[src/rtl/ping_request.sv]
// ICMP echo-request generator: streams header, id/seq word and a seeded byte-ramp
// payload as 32-bit words, with the Internet checksum computed before word 0 leaves.
module ping_request #(
    parameter int unsigned PAYLOAD_WORDS = 14
) (
    input  logic        clk,
    input  logic        rst,
    input  logic        i_start,
    input  logic [15:0] i_id,
    input  logic [15:0] i_seq,
    input  logic [7:0]  i_seed,
    output logic [31:0] o_data,
    output logic        o_valid,
    input  logic        i_rdy,
    output logic        o_eop,
    output logic [7:0]  o_word_count,
    output logic        o_busy
);

    localparam logic [7:0] CALC_LAST = 8'(PAYLOAD_WORDS);
    localparam logic [7:0] LAST_IDX  = 8'(PAYLOAD_WORDS + 1);

    typedef enum logic [1:0] {
        S_IDLE,
        S_CALC,
        S_FOLD,
        S_SEND
    } state_t;

    state_t      state_q;
    logic [15:0] id_q;
    logic [15:0] seq_q;
    logic [7:0]  seed_q;
    logic [31:0] acc_q;
    logic [7:0]  idx_q;

    logic [7:0]  idx_d;
    logic [7:0]  base_d;
    logic [7:0]  b0_d, b1_d, b2_d, b3_d;
    logic [31:0] word_d;
    logic [16:0] word_sum_d;
    logic [16:0] fold1_d;
    logic [15:0] fold2_d;

    assign o_word_count = 8'(PAYLOAD_WORDS + 2);

    // word_d is message word idx_q+1: the next word to sum in CALC and the next
    // word to present in SEND, so one generator serves both states.
    always_comb begin
        idx_d      = idx_q + 8'd1;
        base_d     = (idx_q - 8'd1) << 2;
        b0_d       = base_d + seed_q;
        b1_d       = b0_d + 8'd1;
        b2_d       = b0_d + 8'd2;
        b3_d       = b0_d + 8'd3;
        word_d     = (idx_q == 8'd0) ? {id_q, seq_q} : {b0_d, b1_d, b2_d, b3_d};
        word_sum_d = {1'b0, word_d[31:16]} + {1'b0, word_d[15:0]};
        fold1_d    = {1'b0, acc_q[31:16]} + {1'b0, acc_q[15:0]};
        fold2_d    = fold1_d[15:0] + {15'b0, fold1_d[16]};
    end

    always_ff @(posedge clk) begin
        if (rst) begin
            state_q <= S_IDLE;
            id_q    <= '0;
            seq_q   <= '0;
            seed_q  <= '0;
            acc_q   <= '0;
            idx_q   <= '0;
            o_data  <= '0;
            o_valid <= 1'b0;
            o_eop   <= 1'b0;
            o_busy  <= 1'b0;
        end else begin
            case (state_q)
                S_IDLE: begin
                    if (i_start) begin
                        id_q    <= i_id;
                        seq_q   <= i_seq;
                        seed_q  <= i_seed;
                        acc_q   <= 32'h0000_0800;
                        idx_q   <= '0;
                        o_busy  <= 1'b1;
                        state_q <= S_CALC;
                    end
                end
                S_CALC: begin
                    acc_q <= acc_q + {15'b0, word_sum_d};
                    idx_q <= idx_d;
                    if (idx_q == CALC_LAST) begin
                        state_q <= S_FOLD;
                    end
                end
                S_FOLD: begin
                    o_data  <= {8'd8, 8'd0, ~fold2_d};
                    o_valid <= 1'b1;
                    o_eop   <= 1'b0;
                    idx_q   <= '0;
                    state_q <= S_SEND;
                end
                S_SEND: begin
                    if (i_rdy) begin
                        if (idx_q == LAST_IDX) begin
                            o_data  <= '0;
                            o_valid <= 1'b0;
                            o_eop   <= 1'b0;
                            o_busy  <= 1'b0;
                            idx_q   <= '0;
                            state_q <= S_IDLE;
                        end else begin
                            idx_q  <= idx_d;
                            o_data <= word_d;
                            o_eop  <= (idx_d == LAST_IDX);
                        end
                    end
                end
                default: state_q <= S_IDLE;
            endcase
        end
    end

endmodule

[config.mk]
export PLATFORM = sky130hd
export DESIGN_NAME = ping_request
export DESIGN_NICKNAME = d
export VERILOG_FILES = /design/src/rtl/ping_request.sv
export SDC_FILE = /design/constraint.sdc
export NUM_CORES = 1
export LEC_CHECK = 0
export BUFFER_PORTS_ARGS = -buffer_cell sky130_fd_sc_hd__buf_2
export CAP_MARGIN = 25
export CELL_PAD_IN_SITES_DETAIL_PLACEMENT = 0
export CELL_PAD_IN_SITES_GLOBAL_PLACEMENT = 1
export CORE_UTILIZATION = 48
export DETAILED_ROUTE_END_ITERATION = 16
export PLACE_DENSITY_LB_ADDON = 0.1
export SYNTH_ARGS = -nofsm -noshare
export SYNTH_HDL_FRONTEND = slang
export SYNTH_SLANG_ARGS = --single-unit
export TNS_END_PERCENT = 5
[constraint.sdc]
create_clock -name clk -period 10.22 [get_ports clk]
set_input_delay 1.533 -clock clk [delete_from_list [all_inputs] [get_ports clk]]
set_output_delay 1.533 -clock clk [all_outputs]
set_load 0.1 [all_outputs]
==> summary.txt <==
Num CTS Buffers -> 17
routed via count -> 7,606
Nets -> 1,223
WHS -> 456 ps
Final Setup Violations -> 0
die span in x -> 133 um
Hold Vio Cnt, Final -> 0
CP max FO -> 14
vias in the first global route -> 6,982
slowest stage cell, crit path -> xnor2_1
post-synthesis instance area -> 8290 sq um
total negative slack -> 0 ps
CP startpoint kind -> flip-flop
Crit Path Class -> reg2reg
Initial Util -> 49.6%
initial drt markers -> 439
status -> complete, no violations
Core Box Area -> 16,700 sq um
grt total ovfl -> 0
RSZ-0062 raised after global routing -> false
CTS tree -> yes
PD cells -> 305 nW/um^2
Max Cap Viol -> 0
period utilisation layout -> 57.3%
Reg area -> 2340 sq um
Yosys cell types -> 88
Clock Path Buffers -> 2
critical path's largest stage delay -> 690 ps
Initial DRT Pass Iterations -> 5
Gate Count Post-Synth -> 1,060
arrival time worst endpoint -> 6220 ps
ys async rst share -> 0%
Ports -> 87
Num Clock Sinks -> 117
peak supply drop -> 0.181 mV
dpl hpwl -> 17.9 mm
Post-CTS Setup Bufs -> 0
area taken by multi-input logic gates -> 5390 sq um
share of cells above drive strength 1 -> 13.2%
clk root buf -> clkbuf_16
Placer Congestion -> 0.936
skew final -> 10.7 ps
Ys Warns -> 0
H-tree levels -> 4
drt drc -> 0
#FFs+latches synth -> 117
antenna violations before repair -> 0
Die Area -> 17,800 sq um
Area growth syn-to-layout -> 12.1%
grt met1 use -> 39.4%
drt wl/cell -> 17.5 um
global-route wire length before repair -> 37.8 mm
antenna cells -> 0
CP Capture Type -> flip-flop
Critical Path RT -> 10,580 ps
Resize count post-CTS -> 0
Slew @ Worst Pin -> 904 ps
GR peak layer -> met2
prevailing post-synth register cell -> dfxtp_1
Tot GR Track Use -> 27.4%
Design Power -> 0.00284 W
fillers -> 1,667
FMAX -> 0.171 GHz
Post-synth EDFFs -> 0
post-synthesis sequential area ratio -> 28.3%
die height -> 133 um
HP Class -> reg2reg
grt met3 use -> 5.56%
worst-path cell chain -> inv_1 > ha_1 > xor2_1 > ha_1 > a21o_1 > a21oi_1 > xnor2_1 > nand3_1 > xnor2_1 > mux2i_1 > fa_1 > inv_1 > ha_1 > a211o_1 > a211oi_1 > o31ai_1 > a21oi_1 > o21ai_0 > a21oi_1
Tmin final -> 5860 ps
clock-pin slew on the worst setup and hold paths -> 60 ps
# rows -> 47
Avg Cell Area, Syn -> 7.82 sq um
vias per inst -> 5.67
post-cts hold buffer count -> 0
IO buf count -> 78
total wire length -> 23.5 mm
max_slew headroom -> 39.6%
antenna-violating nets left -> 0
max-slew violations -> 0
worst-skew pair later-pin latency -> 430 ps
pin count of the biggest net entering global routing -> 54
leak pwr -> 4.09 nW
met2 usage -> 41.7%
## critical path: cells and delay by family, from the launching register on
family | cells | cell delay [ps]
AO/OA/AOI/OAI | 8 | 2070
flip-flops | 1 | 410
buffers and inverters | 2 | 210
XOR/XNOR | 3 | 1020
AND/OR/NAND/NOR | 1 | 190
adder cells (fa/ha/maj) | 4 | 1450
multiplexers | 1 | 430
## logic make-up after synthesis
| kind of cell | after synthesis | synth area share, % |
|---|---|---|
| XOR/XNOR | 53 | 5.60 |
| flip-flops | 117 | 28.3 |
| buffers and inverters | 127 | 7.06 |
| AO/OA/AOI/OAI | 277 | 21.5 |
| adder cells (fa/ha/maj) | 70 | 12.3 |
| AND/OR/NAND/NOR | 393 | 22.6 |
| other | 2 | 0.0906 |
| multiplexers | 21 | 2.58 |
## final cells by class
class | instances | area share (%)
Clock inverter | 15 | 1.71
Sequential cell | 117 | 25.2
Tap cell | 220 | 2.96
Timing Repair Buffer | 85 | 4.98
Clock buffer | 17 | 4.58
Inverter | 66 | 2.66
Multi-Input combinational cell | 822 | 57.9
## placed cells by master, fill, tap and decap left out, types with 5 or more instances in the layout
master	count
nand2_1	149
dfxtp_1	117
a21oi_1	107
nor2_1	95
buf_2	77
inv_1	65
ha_1	51
o21ai_0	48
xnor2_1	32
nand3_1	24
xor2_1	21
fa_1	19
nor3_1	18
mux2i_1	18
a21o_1	18
clkbuf_16	18
nand2b_1	14
or3_1	14
and3_1	12
nand4_1	12
a22oi_1	11
and2_1	10
nor2b_1	10
conb_1	8
a211oi_1	7
buf_4	7
o21bai_1	6
o21a_1	6
o31ai_1	6
o211ai_1	6
a2bb2oi_1	6
o221ai_1	6
inv_6	6
nor4_1	5
a22o_1	5
a31oi_1	5
a311oi_1	5
## per-layer routing
layer  vias to the layer above  routed length (um)  share of wire (%)
met5                         -                   0                  0
met4                         0                 339                1.4
met3                        28                1030                4.4
met2                       188               10400                 44
met1                      3599               11700                 50
li1                       3791                   -                  -
## flip-flops by register name, summed over array words and instances (netlist names)
signal / cells
acc_q: 32
id_q: 16
idx_q: 8
o_busy: 1
o_data: 32
o_eop: 1
o_valid: 1
seed_q: 8
seq_q: 16
state_q: 2
## metrics by stage
step,instances,utilization (%),setup slack [ps],area [sq um]
2_1_floorplan,1066,-,5410,8310
3_3_place_gp,1309,52.0,4410,8690
3_5_place_dp,1309,52.0,4510,8690
4_1_cts,1341,55.5,4450,9270
5_1_grt,1342,55.7,3820,9300
6_report,1342,55.7,4360,9300
## cell usage after synthesis (all sizes together), types with 18 or more instances
master	count	area share, %
nor3	18	1.1
clkbuf	43	2.5
o21ai	51	3.1
a21oi	107	6.5
inv	65	2.9
nand2	150	6.8
xor2	21	2.2
a21o	20	1.8
fa	19	4.6
dfxtp	117	28
ha	51	7.7
xnor2	32	3.4
nor2	95	4.3
mux2i	18	2.2
nand3	24	1.4
## power breakdown
group          total [W]  leakage (nW)  internal (W)  switching [W]
clock           0.000599         0.286      0.000345       0.000254
sequential      0.000618         0.952      0.000543      0.0000749
combinational    0.00162          2.85      0.000527        0.00109
total            0.00284          4.09       0.00141        0.00142
## final timing paths
| check | from | endpoint | slack (ps) | cells past startpoint |
|---|---|---|---|---|
| setup / recovery | idx_q[0] | acc_q[24] | 4360 | 19 |
| hold / removal | seq_q[3] | seq_q[3] | 460 | 2 |
| setup reg to reg | idx_q[0] | acc_q[24] | 4360 | 19 |
| hold reg to reg | seq_q[3] | seq_q[3] | 460 | 2 |
Note: power is estimated with default switching activity, not from simulation.
